$ cat src/rtl/pc_step_ctrl.sv
// Program-counter owner for the debug front panel: single-step and clear over
// four-phase handshakes, divided free-run mode, and breakpoint halt.
module pc_step_ctrl #(
  parameter int unsigned PC_W     = 8,
  parameter int unsigned RESET_PC = 0,
  parameter int unsigned RUN_DIV  = 4,
  parameter int unsigned CNT_W    = 16
) (
  input  logic            clk,
  input  logic            resetpin,
  input  logic            step_req,
  output logic            step_ack,
  input  logic            clr_req,
  output logic            clr_ack,
  input  logic            run,
  input  logic            brk_en,
  input  logic [PC_W-1:0] brk_addr,
  output logic [PC_W-1:0] pc,
  output logic            halted,
  output logic [CNT_W-1:0] step_cnt
);

  localparam int unsigned PRE_W = (RUN_DIV > 1) ? $clog2(RUN_DIV) : 1;

  localparam logic [1:0] ST_IDLE = 2'd0;
  localparam logic [1:0] ST_RUN  = 2'd1;
  localparam logic [1:0] ST_BRK  = 2'd2;

  logic [1:0]       state_q, state_d;
  logic [PC_W-1:0]  pc_q, pc_d;
  logic [CNT_W-1:0] cnt_q, cnt_d;
  logic [PRE_W-1:0] presc_q, presc_d;
  logic             step_ack_q, step_ack_d;
  logic             clr_ack_q, clr_ack_d;
  logic             halted_q, halted_d;

  logic             clr_acc_c;
  logic             step_ok_c;
  logic             step_acc_c;
  logic             advance_c;
  logic             presc_tc_c;
  logic [PC_W-1:0]  pc_inc_c;

  always_ff @(posedge clk or negedge resetpin) begin
    if (!resetpin) begin
      state_q    <= ST_IDLE;
      pc_q       <= PC_W'(RESET_PC);
      cnt_q      <= '0;
      presc_q    <= '0;
      step_ack_q <= 1'b0;
      clr_ack_q  <= 1'b0;
      halted_q   <= 1'b0;
    end else begin
      state_q    <= state_d;
      pc_q       <= pc_d;
      cnt_q      <= cnt_d;
      presc_q    <= presc_d;
      step_ack_q <= step_ack_d;
      clr_ack_q  <= clr_ack_d;
      halted_q   <= halted_d;
    end
  end

  // Steps are taken in IDLE (when not starting a run) and in BRK; clear always wins.
  always_comb begin
    pc_inc_c   = pc_q + PC_W'(1);
    presc_tc_c = (presc_q == PRE_W'(RUN_DIV - 1));
    clr_acc_c  = clr_req && !clr_ack_q;
    step_ok_c  = ((state_q == ST_IDLE) && !run) || (state_q == ST_BRK);
    step_acc_c = step_req && !step_ack_q && step_ok_c && !clr_acc_c;
  end

  always_comb begin
    state_d    = state_q;
    pc_d       = pc_q;
    presc_d    = presc_q;
    halted_d   = halted_q;
    advance_c  = 1'b0;
    step_ack_d = step_ack_q;
    clr_ack_d  = clr_ack_q;

    if (!step_req) step_ack_d = 1'b0;
    else if (step_acc_c) step_ack_d = 1'b1;
    if (!clr_req) clr_ack_d = 1'b0;
    else if (clr_acc_c) clr_ack_d = 1'b1;

    case (state_q)
      ST_IDLE: begin
        if (run) begin
          state_d = ST_RUN;
          presc_d = '0;
        end else if (step_acc_c) begin
          advance_c = 1'b1;
        end
      end
      ST_RUN: begin
        if (!run) begin
          state_d = ST_IDLE;
          presc_d = '0;
        end else if (presc_tc_c) begin
          presc_d = '0;
          if (!clr_acc_c) begin
            advance_c = 1'b1;
            if (brk_en && (pc_inc_c == brk_addr)) begin
              state_d  = ST_BRK;
              halted_d = 1'b1;
            end
          end
        end else begin
          presc_d = presc_q + PRE_W'(1);
        end
      end
      ST_BRK: begin
        if (!run) begin
          state_d  = ST_IDLE;
          halted_d = 1'b0;
        end
        if (step_acc_c) advance_c = 1'b1;
      end
      default: begin
        state_d  = ST_IDLE;
        halted_d = 1'b0;
      end
    endcase

    if (advance_c) pc_d = pc_inc_c;
    if (clr_acc_c) begin
      pc_d    = PC_W'(RESET_PC);
      presc_d = '0;
    end
  end

  // Saturating count of PC advances; clears do not touch it.
  always_comb begin
    cnt_d = cnt_q;
    if (advance_c && (cnt_q != {CNT_W{1'b1}})) cnt_d = cnt_q + CNT_W'(1);
  end

  assign pc       = pc_q;
  assign step_ack = step_ack_q;
  assign clr_ack  = clr_ack_q;
  assign halted   = halted_q;
  assign step_cnt = cnt_q;

endmodule
$ cat config.mk
export PLATFORM = sky130hd
export DESIGN_NAME = pc_step_ctrl
export DESIGN_NICKNAME = d
export VERILOG_FILES = /design/src/rtl/pc_step_ctrl.sv
export SDC_FILE = /design/constraint.sdc
export NUM_CORES = 1
export LEC_CHECK = 0
export CORE_MARGIN = 3
export CORE_UTILIZATION = 45
export DETAILED_ROUTE_END_ITERATION = 8
export PLACE_DENSITY = 0.8
export SLEW_MARGIN = 20
export SYNTH_ARGS = -nofsm -noshare
export SYNTH_HDL_FRONTEND = slang
export SYNTH_SLANG_ARGS = --single-unit
export TNS_END_PERCENT = 10
$ cat constraint.sdc
create_clock -name clk -period 1.8 [get_ports clk]
set_input_delay 0.27 -clock clk [delete_from_list [all_inputs] [get_ports clk]]
set_output_delay 0.27 -clock clk [all_outputs]
set_load 0.005 [all_outputs]
==> results by group <==
STA
  • Final Skew: 0.006418 ns
  • Period utilization: 95.15%
  • Sum Neg Setup Slack: 0 ns
  • Worst-Margin Slew: 0.3907 ns
  • Fmax: 583.9 MHz
  • Relative slew slack: 73.95%
  • Min Tclk post-route: 1.713 ns
  • Endpoints failing setup: 0
  • Unrepaired setup endpoints after global routing: false
  • Slew Limit Fails: 0
  • Final Hold Viols: 0

Final layout
  • Nets: 252
  • Most frequent cells in the layout: clkdlybuf4s50_1, dfrtp_1, buf_4
  • # fillers: 318
  • Area growth syn-to-layout: 38.84%
  • Final instance area: 2460 µm²
  • Commonest non-fill, non-tap cell in the layout: clkdlybuf4s50_1
  • Layout cells sized above 1: 17.45%
  • Ant. Diodes: 0

Routing
  • DRC viols: 0
  • Routed wire length per instance: 13.95 µm
  • Total number of vias: 1501
  • Drt total wl: 3947 µm
  • Routed vias/inst: 5.304
  • Routed Antenna Nets: 0
  • 1st-iter DRT viols: 99
  • Drt first pass iters: 4

Floorplanning
  • Core Region: 3716 µm²
  • Initial Util: 47.68%
  • Die width: 68.75 µm
  • Row count: 22
  • Die Y: 68.75 µm
  • IO Pins: 41
  • Die footprint: 4726 µm²

Synth
  • Synth cell types: 43
  • Gate count of the mapped netlist: 174
  • Main synth FF type: dfrtp_1
  • Dominant cell type by area after synthesis: dfrtp_1
  • Synth area leaders: dfrtp_1, xnor2_1, xor2_1, nor2_1, nand4_1
  • Netlist Area Pre-Place: 1772 µm²
  • Syn. warnings: 0
  • #FFs+latches synth: 31
  • Top-area cell type share of the netlist area: 43.79%
  • Post-synth EDFFs: 0
  • Net Count, Synth: 191
  • Sequential area share after synthesis: 43.79%
  • Post-synth ARST share: 100.0%
  • Mean post-synth cell area: 10.18 µm²

Clocking
  • Post-CTS Hold Buffers: 0
  • Root Buffer: clkbuf_8
  • CTS buffer count: 5
  • Clk_lat worst skew: 0.28 ns
  • CTS tree: yes
  • Clock slew at reported path FFs: 0.06 ns
  • Post CTS Setup Buffer Count: 0
  • Clk buf depth: 2
  • H-tree Lvls: 2
  • Sink Count: 31

Min path
  • Worst hold-check path type: in2async

Pwr
  • Pwr dens: 696.6 nW/µm²
  • Maximum vdd drop: 0.6950 mV
  • Pleak: 1.072 nW

Worst setup path
  • Crit-path cells: ha_2 > xor2_1 > nor4_1 > nand4_1 > a211oi_2 > buf_4 > a22o_1
  • CP startpoint kind: flop
  • Slowest CP cell: dfrtp_1
  • Worst Path Required: 2.02 ns
  • Critical setup path kind: reg2reg
  • Delay of the slowest cell on the worst path: 0.39 ns
  • CP arrival: 1.94 ns
  • CP delay by family, top: flip-flops
  • Bufs and invs on worst path: 1
  • Critical-path maximum fanout: 3
  • CP endpoint kind: flop

Place
  • Port bufs: 40
  • RD Place Congestion: 0.7833
  • Dpl hpwl: 2908 µm
  • Placed inst area: 2349 µm²

Outcome
  • Status: finished clean

Global routing
  • Largest net degree at the start of global routing: 32
  • First-pass GRT wire length: 6720 µm
  • Number of antenna violations at the first check in global routing: 0
  • Total GRT Usage: 19.10%
  • Global route overflow: 0
  • Vias in the first global route: 1438

Job
  • Max-cap viol count: 0
routing by layer:
| layer | wire length, µm | global-route usage, % | vias up |
|---|---|---|---|
| met3 | 220 | 5.511 | 6 |
| met2 | 1874 | 30.75 | 40 |
| met5 | 0 | 0 | - |
| met4 | 60 | 6.569 | 0 |
| met1 | 1792 | 24.56 | 723 |
| li1 | - | - | 732 |
sequential cells by signal, summed over array words and instances, names as in the netlist:
signal / flops
pc: 8
step_ack: 1
clr_ack: 1
state_q: 2
step_cnt: 16
halted: 1
presc_q: 2
final cells by class:
type	count	area, µm²	share of cell area, %
Timing Repair Buffer	62	565.5	22.99
Clock buffer	6	82.58	3.357
Sequential cell	31	775.7	31.54
Tap cell	48	60.06	2.442
Inverter	4	15.01	0.6104
Multi-Input combinational cell	131	955.9	38.86
Clock inverter	1	5.005	0.2035
metrics by stage:
step,power (mW),hold slack [ns],worst slack (ns),utilization [%],instances
final,1.714,0.3689,0.08739,66.20,283
after global routing,1.794,0.4269,0.0004599,66.20,283
after CTS,1.727,0.3812,0.006983,65.86,283
after detailed placement,1.172,0.4968,-0.2004,63.20,276
after global placement,1.163,0.4875,-0.1352,63.20,276
after floorplan,0.9701,-0.02559,0.02598,-,174
logic make-up after synthesis:
kind of cell	share of synthesized area, %
compound gates	8.688
flops	43.79
fa+ha+maj	2.119
buf+inv	3.601
simple gates	25.07
mux	1.412
xor+xnor	15.32
worst register-to-register path: stages (launching register included):
cell      delay (ns)
dfrtp_1         0.39
ha_2            0.30
xor2_1          0.14
nor4_1          0.24
nand4_1         0.14
a211oi_2        0.16
buf_4           0.15
a22o_1          0.13
synth_stat cells, types with 2 or more instances:
cell / n
a21oi_1: 2
a22o_1: 2
a31oi_1: 2
and3_1: 3
and4_1: 4
buf_2: 3
buf_4: 2
clkbuf_1: 2
dfrtp_1: 31
ha_1: 3
inv_1: 4
nand2_1: 11
nand2b_1: 3
nand3_1: 10
nand4_1: 9
nor2_1: 18
nor2b_1: 2
nor3_1: 5
nor3b_1: 4
o21ai_0: 2
xnor2_1: 18
xor2_1: 13
power by group:
part           internal [mW]  switching, mW  leakage, nW
registers              0.749         0.0689        0.415
logic                  0.209          0.136        0.610
clock network          0.299          0.251       0.0470
worst paths after layout:
path | startpoint | to | slack, ns | depth (start not counted)
setup / recovery | pc[1] | state_q[1] | 0.09 | 7
hold / removal | resetpin | step_cnt[0] | 0.37 | 2
setup reg to reg | pc[1] | state_q[1] | 0.09 | 7
hold reg to reg | halted | halted | 0.51 | 1
max in group asynchronous | resetpin | step_cnt[11] | 1.14 | 2
min in group clk | clr_req | clr_ack | 0.48 | 1
what timing repair did:
item	CTS	global route
gates resized for setup	2	3
setup endpoints to repair	2	5
pin swaps	6	3
(Power assumes the default switching activity.)
